==> src/rtl/ym3438_pkg.sv <==
// Shared constants and helpers for the YM3438 operator phase-to-log-sine path.
// Latency: n/a (package only).
// Backpressure: n/a; the pipeline is paced solely by the c1/c2 enables.
package ym3438_pkg;

  localparam int SLOT_COUNT = 24;
  localparam int PHASE_W    = 10;
  localparam int LOGSIN_W   = 12;
  localparam int QUARTER_W  = 8;
  localparam int SLOT_W     = 5;
  localparam int PIPE_DEPTH = 3;

  localparam logic [LOGSIN_W-1:0] MUTE_ATTEN = 12'hFFF;
  localparam logic [SLOT_W-1:0]   SLOT_LAST  = SLOT_W'(SLOT_COUNT - 1);

  // Next slot index, wrapping after the last operator slot
  function automatic logic [SLOT_W-1:0] slot_next(input logic [SLOT_W-1:0] s);
    return (s == SLOT_LAST) ? '0 : s + 5'd1;
  endfunction

  // Fold a 10-bit phase onto the rising quarter of the sine table
  function automatic logic [QUARTER_W-1:0] fold_quarter(input logic [PHASE_W-1:0] ph);
    return ph[8] ? ~ph[7:0] : ph[7:0];
  endfunction

endpackage

==> src/rtl/ym3438_logsin_rom.sv <==
// Quarter-wave log-sine table: round(-log2(sin((2i+1)*pi/1024))*256), 4.8 fixed point.
// Latency: purely combinational.
// Backpressure: none.
module ym3438_logsin_rom
  import ym3438_pkg::*;
(
  input  logic [QUARTER_W-1:0] addr,
  output logic [LOGSIN_W-1:0]  data
);

  // Table lookup, eight entries per line
  always_comb begin
    data = '0;
    case (addr)
      8'h00: data = 12'h859; 8'h01: data = 12'h6c3; 8'h02: data = 12'h607; 8'h03: data = 12'h58b; 8'h04: data = 12'h52e; 8'h05: data = 12'h4e4; 8'h06: data = 12'h4a6; 8'h07: data = 12'h471;
      8'h08: data = 12'h443; 8'h09: data = 12'h41a; 8'h0a: data = 12'h3f5; 8'h0b: data = 12'h3d3; 8'h0c: data = 12'h3b5; 8'h0d: data = 12'h398; 8'h0e: data = 12'h37e; 8'h0f: data = 12'h365;
      8'h10: data = 12'h34e; 8'h11: data = 12'h339; 8'h12: data = 12'h324; 8'h13: data = 12'h311; 8'h14: data = 12'h2ff; 8'h15: data = 12'h2ed; 8'h16: data = 12'h2dc; 8'h17: data = 12'h2cd;
      8'h18: data = 12'h2bd; 8'h19: data = 12'h2af; 8'h1a: data = 12'h2a0; 8'h1b: data = 12'h293; 8'h1c: data = 12'h286; 8'h1d: data = 12'h279; 8'h1e: data = 12'h26d; 8'h1f: data = 12'h261;
      8'h20: data = 12'h256; 8'h21: data = 12'h24b; 8'h22: data = 12'h240; 8'h23: data = 12'h236; 8'h24: data = 12'h22c; 8'h25: data = 12'h222; 8'h26: data = 12'h218; 8'h27: data = 12'h20f;
      8'h28: data = 12'h206; 8'h29: data = 12'h1fd; 8'h2a: data = 12'h1f5; 8'h2b: data = 12'h1ec; 8'h2c: data = 12'h1e4; 8'h2d: data = 12'h1dc; 8'h2e: data = 12'h1d4; 8'h2f: data = 12'h1cd;
      8'h30: data = 12'h1c5; 8'h31: data = 12'h1be; 8'h32: data = 12'h1b7; 8'h33: data = 12'h1b0; 8'h34: data = 12'h1a9; 8'h35: data = 12'h1a2; 8'h36: data = 12'h19b; 8'h37: data = 12'h195;
      8'h38: data = 12'h18f; 8'h39: data = 12'h188; 8'h3a: data = 12'h182; 8'h3b: data = 12'h17c; 8'h3c: data = 12'h177; 8'h3d: data = 12'h171; 8'h3e: data = 12'h16b; 8'h3f: data = 12'h166;
      8'h40: data = 12'h160; 8'h41: data = 12'h15b; 8'h42: data = 12'h155; 8'h43: data = 12'h150; 8'h44: data = 12'h14b; 8'h45: data = 12'h146; 8'h46: data = 12'h141; 8'h47: data = 12'h13c;
      8'h48: data = 12'h137; 8'h49: data = 12'h133; 8'h4a: data = 12'h12e; 8'h4b: data = 12'h129; 8'h4c: data = 12'h125; 8'h4d: data = 12'h121; 8'h4e: data = 12'h11c; 8'h4f: data = 12'h118;
      8'h50: data = 12'h114; 8'h51: data = 12'h10f; 8'h52: data = 12'h10b; 8'h53: data = 12'h107; 8'h54: data = 12'h103; 8'h55: data = 12'h0ff; 8'h56: data = 12'h0fb; 8'h57: data = 12'h0f8;
      8'h58: data = 12'h0f4; 8'h59: data = 12'h0f0; 8'h5a: data = 12'h0ec; 8'h5b: data = 12'h0e9; 8'h5c: data = 12'h0e5; 8'h5d: data = 12'h0e2; 8'h5e: data = 12'h0de; 8'h5f: data = 12'h0db;
      8'h60: data = 12'h0d7; 8'h61: data = 12'h0d4; 8'h62: data = 12'h0d1; 8'h63: data = 12'h0cd; 8'h64: data = 12'h0ca; 8'h65: data = 12'h0c7; 8'h66: data = 12'h0c4; 8'h67: data = 12'h0c1;
      8'h68: data = 12'h0be; 8'h69: data = 12'h0bb; 8'h6a: data = 12'h0b8; 8'h6b: data = 12'h0b5; 8'h6c: data = 12'h0b2; 8'h6d: data = 12'h0af; 8'h6e: data = 12'h0ac; 8'h6f: data = 12'h0a9;
      8'h70: data = 12'h0a7; 8'h71: data = 12'h0a4; 8'h72: data = 12'h0a1; 8'h73: data = 12'h09f; 8'h74: data = 12'h09c; 8'h75: data = 12'h099; 8'h76: data = 12'h097; 8'h77: data = 12'h094;
      8'h78: data = 12'h092; 8'h79: data = 12'h08f; 8'h7a: data = 12'h08d; 8'h7b: data = 12'h08a; 8'h7c: data = 12'h088; 8'h7d: data = 12'h086; 8'h7e: data = 12'h083; 8'h7f: data = 12'h081;
      8'h80: data = 12'h07f; 8'h81: data = 12'h07d; 8'h82: data = 12'h07a; 8'h83: data = 12'h078; 8'h84: data = 12'h076; 8'h85: data = 12'h074; 8'h86: data = 12'h072; 8'h87: data = 12'h070;
      8'h88: data = 12'h06e; 8'h89: data = 12'h06c; 8'h8a: data = 12'h06a; 8'h8b: data = 12'h068; 8'h8c: data = 12'h066; 8'h8d: data = 12'h064; 8'h8e: data = 12'h062; 8'h8f: data = 12'h060;
      8'h90: data = 12'h05e; 8'h91: data = 12'h05c; 8'h92: data = 12'h05b; 8'h93: data = 12'h059; 8'h94: data = 12'h057; 8'h95: data = 12'h055; 8'h96: data = 12'h053; 8'h97: data = 12'h052;
      8'h98: data = 12'h050; 8'h99: data = 12'h04e; 8'h9a: data = 12'h04d; 8'h9b: data = 12'h04b; 8'h9c: data = 12'h04a; 8'h9d: data = 12'h048; 8'h9e: data = 12'h046; 8'h9f: data = 12'h045;
      8'ha0: data = 12'h043; 8'ha1: data = 12'h042; 8'ha2: data = 12'h040; 8'ha3: data = 12'h03f; 8'ha4: data = 12'h03e; 8'ha5: data = 12'h03c; 8'ha6: data = 12'h03b; 8'ha7: data = 12'h039;
      8'ha8: data = 12'h038; 8'ha9: data = 12'h037; 8'haa: data = 12'h035; 8'hab: data = 12'h034; 8'hac: data = 12'h033; 8'had: data = 12'h031; 8'hae: data = 12'h030; 8'haf: data = 12'h02f;
      8'hb0: data = 12'h02e; 8'hb1: data = 12'h02d; 8'hb2: data = 12'h02b; 8'hb3: data = 12'h02a; 8'hb4: data = 12'h029; 8'hb5: data = 12'h028; 8'hb6: data = 12'h027; 8'hb7: data = 12'h026;
      8'hb8: data = 12'h025; 8'hb9: data = 12'h024; 8'hba: data = 12'h023; 8'hbb: data = 12'h022; 8'hbc: data = 12'h021; 8'hbd: data = 12'h020; 8'hbe: data = 12'h01f; 8'hbf: data = 12'h01e;
      8'hc0: data = 12'h01d; 8'hc1: data = 12'h01c; 8'hc2: data = 12'h01b; 8'hc3: data = 12'h01a; 8'hc4: data = 12'h019; 8'hc5: data = 12'h018; 8'hc6: data = 12'h017; 8'hc7: data = 12'h017;
      8'hc8: data = 12'h016; 8'hc9: data = 12'h015; 8'hca: data = 12'h014; 8'hcb: data = 12'h014; 8'hcc: data = 12'h013; 8'hcd: data = 12'h012; 8'hce: data = 12'h011; 8'hcf: data = 12'h011;
      8'hd0: data = 12'h010; 8'hd1: data = 12'h00f; 8'hd2: data = 12'h00f; 8'hd3: data = 12'h00e; 8'hd4: data = 12'h00d; 8'hd5: data = 12'h00d; 8'hd6: data = 12'h00c; 8'hd7: data = 12'h00c;
      8'hd8: data = 12'h00b; 8'hd9: data = 12'h00a; 8'hda: data = 12'h00a; 8'hdb: data = 12'h009; 8'hdc: data = 12'h009; 8'hdd: data = 12'h008; 8'hde: data = 12'h008; 8'hdf: data = 12'h007;
      8'he0: data = 12'h007; 8'he1: data = 12'h007; 8'he2: data = 12'h006; 8'he3: data = 12'h006; 8'he4: data = 12'h005; 8'he5: data = 12'h005; 8'he6: data = 12'h005; 8'he7: data = 12'h004;
      8'he8: data = 12'h004; 8'he9: data = 12'h004; 8'hea: data = 12'h003; 8'heb: data = 12'h003; 8'hec: data = 12'h003; 8'hed: data = 12'h002; 8'hee: data = 12'h002; 8'hef: data = 12'h002;
      8'hf0: data = 12'h002; 8'hf1: data = 12'h001; 8'hf2: data = 12'h001; 8'hf3: data = 12'h001; 8'hf4: data = 12'h001; 8'hf5: data = 12'h001; 8'hf6: data = 12'h001; 8'hf7: data = 12'h001;
      8'hf8: data = 12'h000; 8'hf9: data = 12'h000; 8'hfa: data = 12'h000; 8'hfb: data = 12'h000; 8'hfc: data = 12'h000; 8'hfd: data = 12'h000; 8'hfe: data = 12'h000; 8'hff: data = 12'h000;
    endcase
  end

endmodule

==> src/rtl/ym3438_op_phase.sv <==
// Operator phase path: (pg + mod) mod 1024 -> quarter fold -> log-sine ROM, with slot tagging.
// Latency: exactly 3 slot ticks (c2 edges) from the c1 input sample to logsin/sign/slot outputs.
// Backpressure: none; c1 samples and c2 advances unconditionally, other edges hold state.
module ym3438_op_phase
  import ym3438_pkg::*;
(
  input  logic                MCLK,
  input  logic                IC,
  input  logic                c1,
  input  logic                c2,
  input  logic [PHASE_W-1:0]  pg_in,
  input  logic [PHASE_W-1:0]  mod_in,
  input  logic                slot_sync,
  input  logic                mute,
  output logic [LOGSIN_W-1:0] logsin_out,
  output logic                sign_out,
  output logic [SLOT_W-1:0]   slot_out,
  output logic                out_valid
);

  // Stage 0: sampled inputs; the slot counter lives here and tags the sample as it leaves
  logic [PHASE_W-1:0]   s0_pg_q, s0_pg_d;
  logic [PHASE_W-1:0]   s0_mod_q, s0_mod_d;
  logic                 s0_mute_q, s0_mute_d;
  logic [SLOT_W-1:0]    s0_slot_q, s0_slot_d;
  // Stage 1: wrapped phase sum
  logic [PHASE_W-1:0]   s1_sum_q, s1_sum_d;
  logic                 s1_mute_q, s1_mute_d;
  logic [SLOT_W-1:0]    s1_slot_q, s1_slot_d;
  // Stage 2: folded quarter address and sign
  logic [QUARTER_W-1:0] s2_quarter_q, s2_quarter_d;
  logic                 s2_sign_q, s2_sign_d;
  logic                 s2_mute_q, s2_mute_d;
  logic [SLOT_W-1:0]    s2_slot_q, s2_slot_d;
  // Stage 3: registered outputs
  logic [LOGSIN_W-1:0]  s3_logsin_q, s3_logsin_d;
  logic                 s3_sign_q, s3_sign_d;
  logic [SLOT_W-1:0]    s3_slot_q, s3_slot_d;
  logic [PIPE_DEPTH-1:0] vld_q, vld_d;

  logic [LOGSIN_W-1:0]  rom_dat;

  ym3438_logsin_rom u_rom (
    .addr (s2_quarter_q),
    .data (rom_dat)
  );

  // Input sample on c1; slot counter advances per tick, a sampled slot_sync pins it to 0
  always_comb begin
    s0_pg_d   = s0_pg_q;
    s0_mod_d  = s0_mod_q;
    s0_mute_d = s0_mute_q;
    s0_slot_d = s0_slot_q;
    if (c1) begin
      s0_pg_d   = pg_in;
      s0_mod_d  = mod_in;
      s0_mute_d = mute;
    end
    if (c1 && slot_sync) begin
      s0_slot_d = '0;
    end else if (c2) begin
      s0_slot_d = slot_next(s0_slot_q);
    end
  end

  // Stages 1 and 2 advance on the tick; sum is kept at 10 bits so the carry is dropped
  always_comb begin
    s1_sum_d     = s1_sum_q;
    s1_mute_d    = s1_mute_q;
    s1_slot_d    = s1_slot_q;
    s2_quarter_d = s2_quarter_q;
    s2_sign_d    = s2_sign_q;
    s2_mute_d    = s2_mute_q;
    s2_slot_d    = s2_slot_q;
    if (c2) begin
      s1_sum_d     = s0_pg_q + s0_mod_q;
      s1_mute_d    = s0_mute_q;
      s1_slot_d    = s0_slot_q;
      s2_quarter_d = fold_quarter(s1_sum_q);
      s2_sign_d    = s1_sum_q[9];
      s2_mute_d    = s1_mute_q;
      s2_slot_d    = s1_slot_q;
    end
  end

  // Output stage: ROM lookup or forced maximum attenuation; valid fills after three ticks
  always_comb begin
    s3_logsin_d = s3_logsin_q;
    s3_sign_d   = s3_sign_q;
    s3_slot_d   = s3_slot_q;
    vld_d       = vld_q;
    if (c2) begin
      s3_logsin_d = s2_mute_q ? MUTE_ATTEN : rom_dat;
      s3_sign_d   = s2_sign_q;
      s3_slot_d   = s2_slot_q;
      vld_d       = {vld_q[PIPE_DEPTH-2:0], 1'b1};
    end
  end

  // All state: cleared asynchronously by IC, otherwise updated from the next-state logic
  always_ff @(posedge MCLK or negedge IC) begin
    if (!IC) begin
      s0_pg_q      <= '0;
      s0_mod_q     <= '0;
      s0_mute_q    <= 1'b0;
      s0_slot_q    <= '0;
      s1_sum_q     <= '0;
      s1_mute_q    <= 1'b0;
      s1_slot_q    <= '0;
      s2_quarter_q <= '0;
      s2_sign_q    <= 1'b0;
      s2_mute_q    <= 1'b0;
      s2_slot_q    <= '0;
      s3_logsin_q  <= MUTE_ATTEN;
      s3_sign_q    <= 1'b0;
      s3_slot_q    <= '0;
      vld_q        <= '0;
    end else begin
      s0_pg_q      <= s0_pg_d;
      s0_mod_q     <= s0_mod_d;
      s0_mute_q    <= s0_mute_d;
      s0_slot_q    <= s0_slot_d;
      s1_sum_q     <= s1_sum_d;
      s1_mute_q    <= s1_mute_d;
      s1_slot_q    <= s1_slot_d;
      s2_quarter_q <= s2_quarter_d;
      s2_sign_q    <= s2_sign_d;
      s2_mute_q    <= s2_mute_d;
      s2_slot_q    <= s2_slot_d;
      s3_logsin_q  <= s3_logsin_d;
      s3_sign_q    <= s3_sign_d;
      s3_slot_q    <= s3_slot_d;
      vld_q        <= vld_d;
    end
  end

  assign logsin_out = s3_logsin_q;
  assign sign_out   = s3_sign_q;
  assign slot_out   = s3_slot_q;
  assign out_valid  = vld_q[PIPE_DEPTH-1];

endmodule

==> config.mk <==
export PLATFORM = sky130hd
export DESIGN_NAME = ym3438_op_phase
export DESIGN_NICKNAME = d
export VERILOG_FILES = /design/src/rtl/ym3438_pkg.sv /design/src/rtl/ym3438_logsin_rom.sv /design/src/rtl/ym3438_op_phase.sv
export SDC_FILE = /design/constraint.sdc
export NUM_CORES = 1
export LEC_CHECK = 0
export BUFFER_PORTS_ARGS = -buffer_cell sky130_fd_sc_hd__buf_4
export CAP_MARGIN = 20
export CORE_MARGIN = 2
export CORE_UTILIZATION = 35
export CTS_BUF_LIST = sky130_fd_sc_hd__clkbuf_4 sky130_fd_sc_hd__clkbuf_8 sky130_fd_sc_hd__clkbuf_16
export DETAILED_ROUTE_END_ITERATION = 12
export SLEW_MARGIN = 20
export SYNTH_ARGS = -nofsm -noshare
export SYNTH_HDL_FRONTEND = slang
export SYNTH_HIERARCHICAL = 1
export SYNTH_SLANG_ARGS = --single-unit
==> constraint.sdc <==
create_clock -name MCLK -period 8.4 [get_ports MCLK]
set_input_delay 1.68 -clock MCLK [delete_from_list [all_inputs] [get_ports MCLK]]
set_output_delay 1.68 -clock MCLK [all_outputs]
set_load 0.02 [all_outputs]
Word level (Yosys, flattened, before mapping)
Memories as Yosys holds them, arrays and structs flattened.
Cells that the tools add are included.
{ "word_totals": {"regBits": 78, "latchBits": 0, "ramBits": 0, "romBits": 3072, "output_inout_bits": 19, "word_cells": 27, "mem_count": 1} }
{ "mem_list": {"columns": ["memory", "depth", "word_bits", "rd", "rd_ports_with_merged_regs", "write_ports", "line_no", "text"], "rows": [
  ["(name not given)", 256, 12, 1, 0, 0, "ym3438_logsin_rom.sv:14", "case (addr)"]
]} }
{ "op_classes": {"addsub": 2, "multipliers": 0, "div": 0, "n_lt_le_gt_ge": 0, "n_eq_ne": 1, "n_shift": 0, "n_mux": 5, "bitwise": 1, "reduce_logical": 2} }
{ "ops": {"columns": ["op", "n"], "rows": [
  ["$mux W5", 3],
  ["$mux W12", 1],
  ["$add A10 B10 Y10", 1],
  ["$mux W8", 1],
  ["$not A8 Y8", 1],
  ["$add A5 B1 Y5 const B", 1],
  ["$eq A5 B5 Y1 const B", 1],
  ["$reduce_bool A2 Y1", 1],
  ["$logic_and A1 B1 Y1", 1]
]} }

Depth between registers and ports, before layout
Gate-level depths: netlist of the first run.
{ "logic_depth": {"ltp_word": 4, "ltp_mapped": 11} }

By module
Netlist of the first run, hierarchy kept.
{ "modules_own_cells": {"columns": ["module", "instances", "cells_per_inst", "area_each_um2", "seq_area_each_um2"], "rows": [
  ["ym3438_op_phase", 1, 285, 3440.8, 1966.9],
  ["ym3438_logsin_rom", 1, 361, 2352.3, 0.0]
]} }

Worst setup path after synthesis of the first run
No wires, ideal clock.
{ "synth_path": {"path_type": "register to register", "start": "register s2_quarter_q[1]", "end": "register s3_logsin_q[7] (netlist: logsin_out[7])", "t_arrival_ps": 2578, "t_required_ps": 8327, "path_slack_ps": 5749, "path_stages_with_launch": 11, "path_cell_list": "dfrtp_1 clkbuf_1 inv_1 ha_1 clkbuf_1 a21oi_1 mux4_2 o211ai_1 o311a_1 nor2_1 a21oi_1"} }
{ "synth_via": {"elab_chain_cells": 2} }
{ "synth_rtl": {"columns": ["element", "line_no", "text"], "rows": [
  ["from (decl)", "ym3438_op_phase.sv:31", "logic [QUARTER_W-1:0] s2_quarter_q, s2_quarter_d;"],
  ["from (signal assigned)", "ym3438_op_phase.sv:126", "s2_quarter_q <= s2_quarter_d;"],
  ["$mem_v2 Z256 W12", null, null],
  ["named net rom_dat[7]", "ym3438_op_phase.sv:41", "logic [LOGSIN_W-1:0] rom_dat;"],
  ["$mux W12", "ym3438_op_phase.sv:93", "s3_logsin_d = s2_mute_q ? MUTE_ATTEN : rom_dat;"],
  ["to (signal assigned)", "ym3438_op_phase.sv:130", "s3_logsin_q <= s3_logsin_d;"],
  ["to (decl)", "ym3438_op_phase.sv:36", "logic [LOGSIN_W-1:0] s3_logsin_q, s3_logsin_d;"]
]} }
The timed path passes the listed nets, and every way through them passes these cells.
A chain may end at the register's enable or synchronous reset.

Worst setup path after layout of the first run
{ "layout_path": {"start": "register s2_quarter_q[1]", "end": "register s3_logsin_q[4] (netlist: logsin_out[4])"} }
The elaborated chain is that of the path after synthesis.

==> impl_metrics.csv, run 1 <==
group,metric,value,unit
run_status,status,"complete, no violations",
worst_setup_path,critPathBufInv,1,
cells_and_area,syn_to_final_growth,12.7,%
die,rows,47,
yosys,synth_edf_count,0,
hold_path,worst_hold_path_type,"flop to flop",
cells_and_area,fillCellCount,1634,
die,chipHeight,133,um
cells_and_area,drive_gt1_share,22.2,%
die,die_w,133,um
placed_design,io_buffers,44,
sta,fin_skew,0.00510,ns
global_route,grt.met1_usage,24.9,%
yosys,synth_nets,700,
route,vias,5270,
yosys,ys_types,79,
die,core-area,0.0164,mm^2
global_route,busiest_layer,"met2",
cells_and_area,diodes,0,
yosys,async_flop_share,100,%
route,routed_wl,16800,um
worst_setup_path,crit_chain,"inv_1 > ha_1 > nand2b_1 > and2_1 > mux4_2 > nand2b_1 > a311o_1 > nor2_1 > a21oi_1",
worst_setup_path,r2r_start,"s2_quarter_q[1]",
power_and_ir_drop,cellLeakagePower,2.66,nW
global_route,overflow,0,
route,firstDrtPassIters,5,
cells_and_area,nNetsFinal,706,
clock_tree,cts_hold_buf,0,
sta,setup_slack,4.98,ns
yosys,yosysSeqAreaShare,34.0,%
clock_tree,htree_levels,3,
sta,relSlewSlack,29.3,%
route,ant_nets,0,
sta,clock.fmax,292,MHz
clock_tree,clock-sinks,78,
yosys,netlist_area,0.00579,mm^2
worst_setup_path,r2r-end,"logsin_out[4]",
worst_setup_path,crit_type,"flop to flop",
worst_setup_path,cp.required,8.63,ns
worst_setup_path,cp_slowest_cell,"dfrtp_1",
sta,setup_viol,0,
worst_setup_path,crit_path_frequent_cell,"nand2b_1",
worst_setup_path,slowest_delay,0.77,ns
flow_run,maxCapViolCount,0,
route,wl_per_cell,19.1,um
global_route,gr-usage-met2,29.6,%
route,drc,0,
worst_setup_path,rr_worst_depth,9,
sta,hold_viol,0,
power_and_ir_drop,vdd_ir_drop_max,203,uV
die,pin_count,45,
clock_tree,cts-root-buf,"clkbuf_16",
sta,grt_setup_unrepaired,"no",
yosys,synthFlopType,"dfrtp_1",
clock_tree,clock_path_buffers,2,
clock_tree,clk_latency,0.34,ns
placed_design,gp_congestion,0.958,
worst_setup_path,endpoint_kind,"flop",
global_route,grt_pass1_vias,5029,
worst_setup_path,endpoint,"logsin_out[4]",
sta,drv_slew,0,
worst_setup_path,path_delay_family,"flip-flops",
worst_setup_path,cp-start-kind,"flop",
clock_tree,cts_tree,"yes",
yosys,ys_ff_latch,78,
yosys,yosysWarnings,6,
worst_setup_path,reg2reg_slack,4.98,ns
worst_setup_path,worstSetupStartpoint,"s2_quarter_q[1]",
yosys,syn_area_per_cell,8.97,um^2
worst_setup_path,crit_arrival,3.65,ns
sta,finalCritPeriodShare,40.7,%
die,start_util,35.3,%
global_route,track_usage,18.7,%
placed_design,place_ws,5.10,ns
worst_setup_path,cp_max_fo,18,
sta,layout_min_cycle_time,3.42,ns
clock_tree,cts_made_buffers,9,
sta,setup-tns-final,0,ns
cells_and_area,seq_area,0.00197,mm^2
global_route,grt_start_max_net_pins,79,
cells_and_area,multi_input_area,0.00351,mm^2
global_route,gr-usage-met3,3.91,%
power_and_ir_drop,power_density,391,mW/mm^2
yosys,syn_inst,646,
clock_tree,clk_pin_slew,0.06,ns
global_route,grt_pass1_wl,26700,um
placed_design,hpwl,11100,um
global_route,antenna_found_initial,0,
clock_tree,cts_resized,0,
clock_tree,cts_setup_buffers,0,
sta,tightest_slew,1.06,ns
worst_setup_path,crit_cells,9,
die,die_area,0.0176,mm^2
route,via_per_inst,6.01,
route,drt_iter0_markers,450,
cell usage in the layout, fill, tap and decap left out, types with 6 or more instances in the layout:
master	Yosys	final
a31oi_1	6	6
nand3_1	17	17
xnor2_1	12	12
buf_4	2	49
nand2_1	40	40
a211o_1	6	6
a211oi_1	12	12
o21ai_0	38	38
a21oi_1	54	54
a311oi_1	6	6
nor2b_1	13	13
nor2_1	64	64
dfstp_2	12	12
dfrtp_1	66	64
nor3_1	12	12
clkbuf_16	0	9
mux2_2	44	44
o211ai_1	12	12
ha_1	27	27
a21o_1	6	6
inv_1	11	11
nand2b_1	20	20
cells in the mapped netlist (6+ instances only):
cell	number	share of area, %
o21ai_0	38	3.3
a311oi_1	6	0.91
inv_1	11	0.71
nor2_1	64	4.1
a211o_1	6	0.91
a211oi_1	12	1.6
mux2_2	44	8.6
nand2_1	40	2.6
nor2b_1	13	1.4
dfrtp_1	66	29
a21o_1	6	0.78
nand3_1	17	1.5
clkbuf_1	20	1.3
buf_2	21	1.8
a21oi_1	54	4.7
dfstp_2	12	5.4
buf_1	10	0.65
xnor2_1	12	1.8
a31oi_1	6	0.65
nor3_1	12	1.0
nand2b_1	20	2.2
ha_1	27	5.8
o211ai_1	12	1.6
flip-flops by register name, summed over array words and instances (netlist names):
name / cells
s1_sum_q: 10
logsin_out: 12
sign_out: 1
s1_mute_q: 1
vld_q: 3
s0_pg_q: 10
s2_quarter_q: 8
slot_out: 5
s0_mute_q: 1
s0_slot_q: 5
s1_slot_q: 5
s0_mod_q: 10
s2_sign_q: 1
s2_mute_q: 1
s2_slot_q: 5
metal layers:
metal	vias up	share of wire [%]
li1	2406	-
met1	2547	42
met2	267	47
met3	50	7.6
met4	0	3.5
met5	-	0
power breakdown:
part	switching, mW	internal, mW
clock network	0.152	0.272
registers	0.101	0.476
logic	0.981	0.573
total	1.23	1.32
worst min path at each step:
stage	start	to	slack [ns]	cells past startpoint
2_1_floorplan	vld_q[0]	vld_q[0]	0.43	1
3_3_place_gp	vld_q[0]	vld_q[0]	0.45	1
3_5_place_dp	vld_q[0]	vld_q[0]	0.46	1
4_1_cts	vld_q[0]	vld_q[0]	0.47	1
5_1_grt	vld_q[0]	vld_q[0]	0.48	1
6_report	vld_q[0]	vld_q[0]	0.47	1
logic make-up after synthesis:
| group | count (synthesis) | synth area share, % |
|---|---|---|
| DFF | 78 | 34.0 |
| adders and majority gates | 28 | 6.18 |
| and+or+nand+nor | 205 | 17.7 |
| muxes | 53 | 10.8 |
| buffers and inverters | 69 | 5.46 |
| xor gates and xnor gates | 14 | 2.12 |
| AOI/OAI and AO/OA | 199 | 23.7 |
stage by stage:
| step | total power [mW] | instance area, um^2 | std cells | hold WS (ns) | utilization, % |
|---|---|---|---|---|---|
| after floorplan | 1.70 | 5790 | 646 | 0.431 | - |
| after global placement | 2.08 | 6170 | 860 | 0.445 | 37.6 |
| after detailed placement | 2.08 | 6170 | 860 | 0.458 | 37.6 |
| after CTS | 2.51 | 6500 | 876 | 0.473 | 39.6 |
| after global routing | 2.70 | 6530 | 877 | 0.481 | 39.8 |
| final | 2.55 | 6530 | 877 | 0.475 | 39.8 |
area by class of cell:
cell class              count  share of cell area [%]
multi-input cells         499                    53.7
flip-flops and latches     78                    30.2
clock inverters             5                    1.25
repair buffers             50                    6.05
inverters                  14                   0.805
well taps                 220                    4.22
clock buffers              11                    3.77
No activity file was read; power rests on OpenSTA's default activity.
==> run 2: changes to the inputs <==
ABC_AREA = 1   (was not set)
clock period = 2.82 ns   (was 8.4 ns; I/O delays follow)
==> impl_metrics.csv, run 2 <==
group,metric,value,unit
power_and_ir_drop,cellLeakagePower,3.30,nW
cells_and_area,diodes,0,
clock_tree,clock_path_buffers,2,
route,vias,5536,
yosys,synth_top_area_share,29.2,%
sta,tightest_slew,0.644,ns
route,ant_nets,0,
route,wl_per_cell,16.3,um
sta,hold_viol,0,
yosys,async_flop_share,100,%
placed_design,placed_cell_area,0.00618,mm^2
sta,grt_setup_unrepaired,"no",
clock_tree,cts_resized,0,
power_and_ir_drop,seqPwrFrac,24.0,%
cells_and_area,multi_input_area,0.00326,mm^2
global_route,overflow,0,
power_and_ir_drop,power.share.clock,18.0,%
yosys,syn_area_per_cell,6.90,um^2
worst_setup_path,cp.required,3.08,ns
clock_tree,cts_hold_buf,0,
power_and_ir_drop,power_density,1040,mW/mm^2
flow_run,maxCapViolCount,0,
worst_setup_path,path_delay_family,"simple AND/OR/NAND/NOR gates",
cells_and_area,final_cell_mix,"nand2_1 (321), nand3_1 (71), dfrtp_1 (66), buf_4 (59), o21ai_0 (56)",
clock_tree,cts_made_buffers,9,
sta,fin_skew,0.00903,ns
cells_and_area,syn_to_final_growth,14.9,%
clock_tree,cts_setup_buffers,0,
power_and_ir_drop,sw_frac_of_total,49.5,%
yosys,yosysTopAreaCell,"dfrtp_1",
global_route,track_usage,20.7,%
placed_design,io_buffers,44,
yosys,synth_compound_gate_area_share,12.0,%
cells_and_area,final_area,0.00650,mm^2
worst_setup_path,cp-start-kind,"flop",
yosys,netlist_top_cells_area,"dfrtp_1 (29%), nand2_1 (21%), nand3_1 (6.3%)",
cells_and_area,final_cells,1074,
power_and_ir_drop,p_sw,3.34,mW
worst_setup_path,critPathBufInv,2,
global_route,grt_pass1_wl,28800,um
sta,layout_min_cycle_time,2.52,ns
clock_tree,clk_pin_slew,0.06,ns
placed_design,hpwl,13000,um
clock_tree,cts-root-buf,"clkbuf_16",
sta,clock.fmax,397,MHz
power_and_ir_drop,vdd_ir_drop_max,350,uV
yosys,synth_nets,874,
sta,setup_viol,0,
sta,relSlewSlack,57.0,%
yosys,synth_most_common_cell,"nand2_1",
sta,drv_slew,0,
clock_tree,cts_tree,"yes",
yosys,synthFlopType,"dfrtp_1",
cells_and_area,final_core_util,41.1,%
route,drt_iter0_markers,525,
worst_setup_path,cp_max_fo,10,
power_and_ir_drop,p_comb_share,58.0,%
hold_path,worst_hold_path_type,"input pin to async pin",
yosys,synthAdderAreaFrac,6.33,%
route,firstDrtPassIters,6,
global_route,antenna_found_initial,0,
run_status,status,"complete, no violations",
yosys,synth_edf_count,0,
yosys,yosys.area_share.simple,33.6,%
die,core-area,0.0158,mm^2
die,pin_count,45,
cells_and_area,largest_reg_flops,12,
worst_setup_path,crit_path_frequent_cell,"nor2_1",
sta,fin_hold_ws,0.229,ns
global_route,grt_start_max_net_pins,46,
route,drc,0,
worst_setup_path,crit_type,"flop to flop",
cells_and_area,fillCellCount,1649,
die,rows,46,
worst_setup_path,endpoint_kind,"flop",
yosys,yosysSeqAreaShare,34.8,%
placed_design,place_ws,0.354,ns
yosys,ys_types,40,
placed_design,gp_congestion,1.05,
worst_setup_path,slowest_delay,0.51,ns
yosys,ys_ff_latch,78,
yosys,netlist_area,0.00566,mm^2
sta,setup_slack,0.304,ns
sta,setup-tns-final,0,ns
clock_tree,clock-sinks,78,
yosys,yosysWarnings,6,
die,start_util,35.7,%
worst_setup_path,crit_chain,"inv_1 > ha_1 > inv_1 > nand2_1 > nand2_1 > nor2_1 > nor2_1 > o21ai_0 > nor2_1 > nor2_1 > nand3_1 > o21ai_0 > nand2_1",
cells_and_area,seq_area,0.00197,mm^2
cells_and_area,drive_gt1_share,15.4,%
clock_tree,htree_levels,3,
power_and_ir_drop,internal_power,3.40,mW
power_and_ir_drop,power.total,6.74,mW
die,chipHeight,131,um
die,die_w,131,um
yosys,synth_common_cells,"nand2_1 (321), nand3_1 (71), dfrtp_1 (66), o21ai_0 (56), inv_1 (53)",
yosys,synth_xor_area_share,1.86,%
worst_setup_path,cp_slowest_cell,"dfrtp_1",
placed_design,place_inst,1058,
global_route,grt_pass1_vias,5515,
cells_and_area,nNetsFinal,907,
yosys,synth_top_family_by_area,"simple AND/OR/NAND/NOR gates",
route,routed_wl,17500,um
worst_setup_path,crit_arrival,2.78,ns
die,die_area,0.0172,mm^2
clock_tree,clk_latency,0.34,ns
yosys,muxShareOfSynthArea,3.76,%
yosys,syn_inst,820,
sta,finalCritPeriodShare,89.2,%
route,via_per_inst,5.15,
cells_and_area,final_common_cell,"nand2_1",
run 2: cell count changes in the layout (fill, tap and decap cells not counted), moves of 20 or more:
cell / change
a21oi_1: -25
inv_1: +42
mux2_2: -26
nand2_1: +281
nand2b_1: -20
nand3_1: +54
run 2: cell families (layout without fill, tap and decap cells):
group | after synthesis | in the layout
buf+inv | 97 | 135
mux | 19 | 19
simple gates | 464 | 464
fa+ha+maj | 28 | 28
flops | 78 | 78
xor+xnor | 12 | 12
compound gates | 122 | 122
run 2: final cells by class:
type,instances,area share [%]
Inverter,59,3.41
Clock inverter,4,0.809
Multi-Input combinational cell,645,50.1
Tap cell,216,4.16
Clock buffer,12,4.10
Sequential cell,78,30.3
Timing Repair Buffer,60,7.12
run 2: power by group through the flow:
stage	clock [mW]	sequential [mW]	combinational [mW]
after floorplan	0	1.70	2.53
after global placement	0	1.63	3.90
after detailed placement	0	1.64	3.79
after CTS	1.25	1.62	3.81
after global routing	1.29	1.66	4.27
final	1.22	1.62	3.91
run 2: worst reg2reg max path, cell delays in order (launching register included):
cell     delay [ns]
dfrtp_1        0.51
inv_1          0.27
ha_1           0.45
inv_1          0.14
nand2_1        0.12
nand2_1        0.06
nor2_1         0.09
nor2_1         0.05
o21ai_0        0.20
nor2_1         0.08
nor2_1         0.15
nand3_1        0.10
o21ai_0        0.16
nand2_1        0.07
run 2: path summary, 6_finish.rpt:
kind | to | depth (start not counted) | slack, ns | from
min in group MCLK | s0_pg_q[1] | 3 | 0.45 | pg_in[1]
hold / removal | vld_q[2] | 1 | 0.23 | IC
setup / recovery | logsin_out[0] | 13 | 0.30 | s2_quarter_q[0]
setup reg to reg | logsin_out[0] | 13 | 0.30 | s2_quarter_q[0]
max in group asynchronous | s0_mod_q[3] | 2 | 2.00 | IC
hold reg to reg | vld_q[0] | 2 | 0.45 | vld_q[0]
run 2: metal layers:
metal	share of wire [%]	track usage, %
met5	0	0
met4	4.4	10.4
met3	7.2	3.97
met2	46	33.4
met1	43	26.6
